**src/rtl/dram_dump_if.sv**
```systemverilog
// Bus bundle for dram_dump: control/status, DRAM read port and output stream.
interface dram_dump_if #(
  parameter int unsigned DATA_W = 8,
  parameter int unsigned ADDR_W = 8
);
  logic              start;
  logic [ADDR_W-1:0] base;
  logic [ADDR_W-1:0] len;
  logic              busy;
  logic              done;
  logic              dram_req;
  logic [ADDR_W-1:0] dram_addr;
  logic [DATA_W-1:0] dram_q;
  logic [DATA_W-1:0] out_data;
  logic              out_valid;
  logic              out_ready;

  modport master (
    input  start, base, len, dram_q, out_ready,
    output busy, done, dram_req, dram_addr, out_data, out_valid
  );

  modport slave (
    output start, base, len, dram_q, out_ready,
    input  busy, done, dram_req, dram_addr, out_data, out_valid
  );
endinterface

```
**src/rtl/dram_dump.sv**
```systemverilog
// Streams a DRAM region [base, base+len) out over a valid/ready port, one word per
// READ/CAPT/OUT pass, borrowing the DRAM address port only while reading.
module dram_dump #(
  parameter int unsigned DATA_W = 8,
  parameter int unsigned ADDR_W = 8
) (
  input  logic       Clk,
  input  logic       RST_n,
  dram_dump_if.master bus
);

  typedef enum logic [2:0] {
    IDLE = 3'd0,
    READ = 3'd1,
    CAPT = 3'd2,
    OUT  = 3'd3,
    DONE = 3'd4
  } state_t;

  state_t            state;
  state_t            state_next;
  logic [ADDR_W-1:0] addr;
  logic [ADDR_W-1:0] remaining;
  logic [DATA_W-1:0] out_data;
  logic              out_valid;
  logic              dram_req;
  logic              busy;
  logic              done;
  logic              out_valid_d;
  logic              dram_req_d;
  logic              busy_d;
  logic              done_d;

  // State register; status outputs are registered from the next-state decode.
  always_ff @(posedge Clk) begin
    if (!RST_n) begin
      state     <= IDLE;
      out_valid <= 1'b0;
      dram_req  <= 1'b0;
      busy      <= 1'b0;
      done      <= 1'b0;
    end else begin
      state     <= state_next;
      out_valid <= out_valid_d;
      dram_req  <= dram_req_d;
      busy      <= busy_d;
      done      <= done_d;
    end
  end

  always_comb begin
    state_next = state;
    case (state)
      IDLE: if (bus.start) state_next = (bus.len != '0) ? READ : DONE;
      READ: state_next = CAPT;
      CAPT: state_next = OUT;
      OUT:  if (bus.out_ready) state_next = (remaining == ADDR_W'(1)) ? DONE : READ;
      DONE: state_next = IDLE;
      default: state_next = IDLE;
    endcase
  end

  always_comb begin
    out_valid_d = 1'b0;
    dram_req_d  = 1'b0;
    busy_d      = 1'b1;
    done_d      = 1'b0;
    case (state_next)
      IDLE:    busy_d      = 1'b0;
      READ:    dram_req_d  = 1'b1;
      CAPT:    dram_req_d  = 1'b1;
      OUT:     out_valid_d = 1'b1;
      DONE:    done_d      = 1'b1;
      default: busy_d      = 1'b0;
    endcase
  end

  // Address/remaining counters and output word capture.
  always_ff @(posedge Clk) begin
    if (!RST_n) begin
      addr      <= '0;
      remaining <= '0;
      out_data  <= '0;
    end else begin
      case (state)
        IDLE: begin
          if (bus.start && (bus.len != '0)) begin
            addr      <= bus.base;
            remaining <= bus.len;
          end
        end
        CAPT: out_data <= bus.dram_q;
        OUT: begin
          if (bus.out_ready) begin
            remaining <= remaining - ADDR_W'(1);
            if (remaining != ADDR_W'(1)) addr <= addr + ADDR_W'(1);
          end
        end
        default: ;
      endcase
    end
  end

  assign bus.dram_addr = addr;
  assign bus.dram_req  = dram_req;
  assign bus.out_data  = out_data;
  assign bus.out_valid = out_valid;
  assign bus.busy      = busy;
  assign bus.done      = done;

endmodule

```
**src/flat_wrapper.sv**
```systemverilog
// flat-port wrapper written by rule: the top's interface ports become plain ports
module dram_dump_flat 
#(
  parameter int unsigned DATA_W = 8,
  parameter int unsigned ADDR_W = 8
)
  (Clk, RST_n, bus_start, bus_base, bus_len, bus_dram_q, bus_out_ready, bus_busy, bus_done, bus_dram_req, bus_dram_addr, bus_out_data, bus_out_valid);
  dram_dump_if #(.DATA_W(DATA_W), .ADDR_W(ADDR_W)) bus_i ();
  input  logic Clk;
  input  logic RST_n;
  input wire logic [$bits(bus_i.start)-1:0] bus_start;
  input wire logic [$bits(bus_i.base)-1:0] bus_base;
  input wire logic [$bits(bus_i.len)-1:0] bus_len;
  input wire logic [$bits(bus_i.dram_q)-1:0] bus_dram_q;
  input wire logic [$bits(bus_i.out_ready)-1:0] bus_out_ready;
  output wire logic [$bits(bus_i.busy)-1:0] bus_busy;
  output wire logic [$bits(bus_i.done)-1:0] bus_done;
  output wire logic [$bits(bus_i.dram_req)-1:0] bus_dram_req;
  output wire logic [$bits(bus_i.dram_addr)-1:0] bus_dram_addr;
  output wire logic [$bits(bus_i.out_data)-1:0] bus_out_data;
  output wire logic [$bits(bus_i.out_valid)-1:0] bus_out_valid;
  assign bus_i.start = bus_start;
  assign bus_i.base = bus_base;
  assign bus_i.len = bus_len;
  assign bus_i.dram_q = bus_dram_q;
  assign bus_i.out_ready = bus_out_ready;
  assign bus_busy = bus_i.busy;
  assign bus_done = bus_i.done;
  assign bus_dram_req = bus_i.dram_req;
  assign bus_dram_addr = bus_i.dram_addr;
  assign bus_out_data = bus_i.out_data;
  assign bus_out_valid = bus_i.out_valid;
  dram_dump #(.DATA_W(DATA_W), .ADDR_W(ADDR_W)) u_core (.Clk(Clk), .RST_n(RST_n), .bus(bus_i));
endmodule
```
**config.mk**
```make
export PLATFORM = sky130hd
export DESIGN_NAME = dram_dump_flat
export DESIGN_NICKNAME = d
export VERILOG_FILES = /design/src/rtl/dram_dump_if.sv /design/src/rtl/dram_dump.sv /design/src/flat_wrapper.sv
export SDC_FILE = /design/constraint.sdc
export NUM_CORES = 1
export LEC_CHECK = 0
export ABC_AREA = 1
export CELL_PAD_IN_SITES_DETAIL_PLACEMENT = 0
export CELL_PAD_IN_SITES_GLOBAL_PLACEMENT = 1
export CORE_ASPECT_RATIO = 1.2
export CORE_MARGIN = 2
export CORE_UTILIZATION = 31
export CTS_BUF_LIST = sky130_fd_sc_hd__clkbuf_8
export DETAILED_ROUTE_END_ITERATION = 10
export MAX_ROUTING_LAYER = met4
export PLACE_DENSITY = 0.81
export SYNTH_ARGS = -nofsm -noshare
export SYNTH_HDL_FRONTEND = slang
export SYNTH_SLANG_ARGS = --single-unit
```
**constraint.sdc**
```tcl
create_clock -name Clk -period 1.1 [get_ports Clk]
set_input_delay 0.165 -clock Clk [delete_from_list [all_inputs] [get_ports Clk]]
set_output_delay 0.165 -clock Clk [all_outputs]
set_load 0.01 [all_outputs]
```
==> results of run 1 <==
[power groups by stage]
stage / combinational, uW / sequential [uW] / clock (uW)
after floorplan: 678 / 1430 / 0
after global placement: 1360 / 1370 / 0
after detailed placement: 1370 / 1370 / 0
after CTS: 1380 / 1350 / 1190
after global routing: 1760 / 1370 / 1230
final: 1620 / 1350 / 1170
[synthesized netlist by cell type, drive strengths merged]
| cell type | instances |
|---|---|
| dfxtp | 31 |
| nor2 | 36 |
| nand3 | 22 |
| nor3 | 2 |
| nand2 | 89 |
| inv | 26 |
| o21ai | 16 |
| nand4 | 3 |
| xnor2 | 1 |
| clkbuf | 2 |
| or2 | 2 |
| a21oi | 22 |
| ha | 3 |
| a31oi | 2 |
| buf | 5 |
[worst max-delay path, delay by kind of cell (launching register included)]
family                 cells  cell delay [ns]
buffers and inverters      1             0.05
and+or+nand+nor            5             0.72
AOI/OAI and AO/OA          2             0.23
DFF                        1             0.33
[registers in the layout, indices dropped and copies added (netlist names)]
name / flops
u_core.state: 3
u_core.bus.dram_req: 1
u_core.bus.done: 1
u_core.remaining: 8
u_core.bus.out_data: 8
u_core.bus.busy: 1
u_core.bus.dram_addr: 8
u_core.bus.out_valid: 1
[routing by layer]
| layer | track usage (%) | wire (um) | vias to the layer above |
|---|---|---|---|
| li1 | - | - | 1038 |
| met1 | 19.8 | 2120 | 902 |
| met2 | 29.8 | 2680 | 58 |
| met3 | 3.29 | 299 | 11 |
| met4 | 6.69 | 127 | 0 |
| met5 | - | 0 | - |
[cell families (layout without fill, tap and decap cells)]
logic type	Yosys count	after routing	synth area share (%)
fa+ha+maj	3	3	2.17
buf+inv	33	127	8.76
simple gates	154	156	40.3
compound gates	40	40	12.4
xor+xnor	1	1	0.507
flops	31	31	35.9
[per-stage QoR]
| step | TNS, ns | util [%] |
|---|---|---|
| 2_1_floorplan | -2.00 | - |
| 3_3_place_gp | -10.24 | 48.1 |
| 3_5_place_dp | -10.53 | 48.1 |
| 4_1_cts | -5.45 | 51.3 |
| 5_1_grt | -7.19 | 55.7 |
| 6_report | -5.13 | 55.7 |
[timing repair]
action	4_1_cts	5_1_grt
setup buffers	2	3
resized for setup	52	56
pin swaps	6	20
hold buffers	0	0
endpoints found under the setup margin	50	35
gates cloned	0	2
[final timing paths]
check                                                         start                                  end  slack, ns  depth (start not counted)
worst max-delay path                     u_core.state[2]$_SDFF_PN0_     u_core.remaining[7]$_SDFFE_PN0P_      -0.28                          8
worst min-delay path                                     bus_len[2]     u_core.remaining[2]$_SDFFE_PN0P_       0.30                          5
worst max register to register           u_core.state[2]$_SDFF_PN0_     u_core.remaining[7]$_SDFFE_PN0P_      -0.28                          8
worst min register to register  u_core.bus.out_data[6]$_SDFFE_PN0N_  u_core.bus.out_data[6]$_SDFFE_PN0N_       0.46                          2
[final cells by class]
class / count / area (um^2) / share of cell area [%]
sequential: 31 / 631 / 21.2
multi-input combinational: 200 / 1200 / 40.6
inverter: 26 / 120 / 4.05
clock buffer: 6 / 82.6 / 2.78
timing repair buffer: 93 / 818 / 27.6
clock inverter: 2 / 35.0 / 1.18
tap: 62 / 77.6 / 2.61
==> impl_results.md, run 1 <==
* Filler cells at 515
* Setup CP Type: reg2reg
* Synth top area share at 35.9%
* Setup ws final at -0.282 ns
* Port Buf Inserts at 47
* Sw Share at 33.6%
* Register share of total power at 32.7%
* Worst Tran Pin Value at 0.313 ns
* Worst skew pair latency at 0.28 ns
* Width of the die at 72.2 um
* Vias in the first global route at 1896
* Worst slack at placement at -0.541 ns
* Slew Limit Headroom at 79.1%
* DR iter-0 viols at 72
* Combinational power share at 39.0%
* Most common cell after layout, fill and taps aside: nand2_1
* Largest net degree at the start of global routing at 14
* Mapped cell area at 1730 um^2
* Core area at 5330 um^2
* Std cell rows at 29
* Cell Area, Placed at 2570 um^2
* Final Hold Fails at 0
* Antenna Violating Nets Remaining at 0
* Outcome: finished, violations left
* Hold Slack at 0.296 ns
* Share of cells above drive strength 1 at 38.0%
* RSZ-0062 raised after global routing: true
* Hpwl dp at 3.64 mm
* Clock Skews at 0.00524 ns
* Internal power at 2750 uW
* WL per Instance at 12.4 um
* Tot GR Track Use at 17.4%
* CP Launch Type: register
* Synth-to-Final Area Change at 71.7%
* Average vias per placed instance at 4.78
* Crit-path max FO at 5
* Clock sink total at 31
* Lkg Pwr at 0.00137 uW
* NetSw at 1390 uW
* Most frequent cells in the layout: 68 x nand2_1, 39 x buf_4, 27 x nor2_1, 25 x clkdlybuf4s50_1, 23 x dfxtp_1
* Synth area leader: dfxtp_1
* Placed Instances at 405
* Pwr/cell area at 1400 nW/um^2
* Max clock buf depth at 2
* Peak supply drop at 0.000710 V
* Post-Syn Nets at 293
* Final period util at 126%
* Total Power at 4140 uW
* Synth cell types at 28
* WP data arrival at 1.61 ns
* N_diodes at 0
* First-pass GRT wire length at 8.30 mm
* Worst EP required at 1.32 ns
* Die area at 6190 um^2
* Mapped Cells at 262
* Synth warn at 0
* Synthesis-stage register bit count at 31
* Die span in y at 85.8 um
* Failing checks: setup timing
* Worst path max stage delay at 0.33 ns
* Nets at 388
* # setup viols final at 22
* Number of CTS-inserted buffers at 5
* Clk network pwr share at 28.3%
* Peak Freq at 723 MHz
* IO Pins at 48
* Crit-path cells: or2_4 -> nor2_4 -> o21ai_4 -> nand2_4 -> nand2_8 -> o21ai_2 -> inv_1 -> nor2_1
* Tmin final at 1.38 ns
* Sequential cell area fraction in the yosys report at 35.9%
* Syn Area/Cell at 6.60 um^2
* Starting Density at 32.4%
* Gp weighted congestion at 0.849
* Max Slew Vio Count at 0
* H-tree levels at 2
* Finished Cell Area at 2970 um^2
* Aggregate routed wire length at 5.22 mm
* Max Cap Violations at 0
* Largest cells by area after synthesis: dfxtp_1 36%, nand2_1 19%, nor2_1 6.9%
* Clock Tree Root: clkbuf_8
* CP max stage cell: dfxtp_2
* First-pass DRT Iterations at 4
* Worst hold path class: in2reg
* Layout Cells excl Fill at 420
* DRC at 0
* Critical Path Sink Type: register
* Reg clk slew, reported paths at 0.07 ns
* Antenna violations before repair at 0
* CTS tree: yes
* Congestion Overflow GR at 0
* Detailed-route via count at 2009
No activity file was read; power rests on OpenSTA's default activity.
==> inputs of run 2 (changes only) <==
--- a/config.mk
+++ b/config.mk
@@ -6,7 +6,7 @@
 export NUM_CORES = 1
 export LEC_CHECK = 0
 export ABC_AREA = 1
-export CELL_PAD_IN_SITES_DETAIL_PLACEMENT = 0
+export CELL_PAD_IN_SITES_DETAIL_PLACEMENT = 1
 export CELL_PAD_IN_SITES_GLOBAL_PLACEMENT = 1
 export CORE_ASPECT_RATIO = 1.2
 export CORE_MARGIN = 2
==> run 2 against run 1 <==
The run still ends with setup timing left. Wire length up 45%. Die area is the same. Total power grew 7.8%. Final cell count rose by 1.9%. Combinational power increased by 17%. Maximum frequency decreased by 6.5%. Largest power group unchanged.
==> impl_results.md, run 2 (synthesis results as in run 1) <==
* N_diodes at 0
* Worst Tran Pin Value at 0.382 ns
* DRC at 0
* Hold path start: bus_dram_q[7]
* Peak supply drop at 0.000807 V
* Clock Skews at 0.00713 ns
* Most frequent cells in the layout: 66 x nand2_1, 45 x buf_4, 27 x clkdlybuf4s50_1, 22 x nor2_1
* H-tree levels at 2
* Vias in the first global route at 2385
* Outcome: finished, violations left
* Peak Freq at 676 MHz
* Setup CP Type: reg2reg
* Port Buf Inserts at 47
* Internal power at 2870 uW
* WP data arrival at 1.67 ns
* Max clock buf depth at 2
* Largest net degree at the start of global routing at 14
* Hold buffers post-CTS at 0
* Average vias per placed instance at 5.09
* Sw Share at 35.8%
* Detailed-route via count at 2180
* First-pass GRT wire length at 11.8 mm
* Critical Path Source: u_core.state[2]$_SDFF_PN0_
* Worst EP required at 1.29 ns
* Pwr/cell area at 1450 nW/um^2
* Fin Setup TNS at -7.00 ns
* CTS tree: yes
* IO Pins at 48
* Die span in y at 85.8 um
* Tot GR Track Use at 26.0%
* Final period util at 134%
* Max Slew Vio Count at 0
* Post-Route Utilization at 57.8%
* Aggregate routed wire length at 7.56 mm
* Core area at 5330 um^2
* Slew Limit Headroom at 74.5%
* Filler cells at 661
* Failing checks: setup timing
* DR iter-0 viols at 79
* # setup viols final at 23
* Hpwl dp at 4.40 mm
* NetSw at 1600 uW
* Most common cell after layout, fill and taps aside: nand2_1
* Tmin final at 1.48 ns
* Die area at 6190 um^2
* Starting Density at 32.4%
* Max Cap Violations at 0
* Critical R2R Launch: u_core.state[2]$_SDFF_PN0_
* Critical Path Sink Type: register
* Reg clk slew, reported paths at 0.07 ns
* WL per Instance at 17.7 um
* Total Power at 4470 uW
* Synth-to-Final Area Change at 78.4%
* Worst hold path class: in2reg
* Antenna violations before repair at 0
* Std cell rows at 29
* Final Hold Fails at 0
* Crit-path max FO at 5
* Register share of total power at 30.9%
* Hold Slack at 0.434 ns
* Share of cells above drive strength 1 at 41.5%
* Clk network pwr share at 26.9%
* Clock Tree Root: clkbuf_8
* Width of the die at 72.2 um
* Combinational power share at 42.2%
* Nets at 396
* Gp weighted congestion at 0.849
* Worst slack at placement at -0.578 ns
* Setup ws final at -0.379 ns
* Congestion Overflow GR at 0
* RSZ-0062 raised after global routing: true
* Lkg Pwr at 0.00140 uW
* Number of CTS-inserted buffers at 5
* Worst skew pair latency at 0.29 ns
* CP Launch Type: register
* First-pass DRT Iterations at 4
* Antenna Violating Nets Remaining at 0
* Clock sink total at 31
-- run 2: metrics by stage --
| step | cells | area, um^2 |
|---|---|---|
| detailed placement | 405 | 2570 |
| CTS | 425 | 2950 |
| global route | 428 | 3090 |
| finish | 428 | 3090 |
| floorplan | 262 | 1750 |
| global placement | 405 | 2570 |
-- run 2: power by group through the flow --
stage / logic (uW) / clock network (uW) / registers (uW)
5_1_grt: 2030 / 1270 / 1400
3_3_place_gp: 1360 / 0 / 1370
3_5_place_dp: 1410 / 0 / 1380
4_1_cts: 1660 / 1200 / 1370
6_report: 1890 / 1200 / 1380
2_1_floorplan: 678 / 0 / 1430
-- run 2: layout make-up --
type                    count  area [um^2]  area share [%]
clock buffers               6         82.6            2.68
clock inverters             2         35.0            1.14
inverters                  26          128            4.14
multi-input cells         200         1220            39.6
flip-flops and latches     31          638            20.7
well taps                  62         77.6            2.51
repair buffers            101          903            29.3
-- run 2: per-layer routing --
metal	wire length [um]	track usage [%]	up-vias
met5	0	-	-
met1	2790	26.2	1050
met2	4180	47.5	57
met4	337	12.9	0
met3	247	4.11	25
li1	-	-	1048
-- run 2: timing repair --
item / 4_1_cts / 5_1_grt
hold endpoints to repair: 0 / 0
gates resized for setup: 88 / 48
buffers inserted: 11 / 6
pin swaps: 24 / 15
endpoints found under the setup margin: 51 / 38
gates cloned: 2 / 0
-- run 2: path summary, 6_finish.rpt --
| kind | cells past startpoint | endpoint | slack [ns] |
|---|---|---|---|
| min | 3 | u_core.bus.out_data[7]$_SDFFE_PN0N_ | 0.43 |
| max reg2reg | 8 | u_core.remaining[0]$_SDFFE_PN0P_ | -0.38 |
| min reg2reg | 2 | u_core.bus.out_data[6]$_SDFFE_PN0N_ | 0.46 |
| max | 8 | u_core.remaining[0]$_SDFFE_PN0P_ | -0.38 |
-- run 2: critical path, cell delays in order (launching register included) --
cell and delay, ns:
dfxtp_2 0.32, or2_4 0.26, nor2_4 0.17, o21ai_4 0.10
nand2_4 0.14, buf_6 0.13, nand2_4 0.08, o21ai_2 0.12
nor2_1 0.05
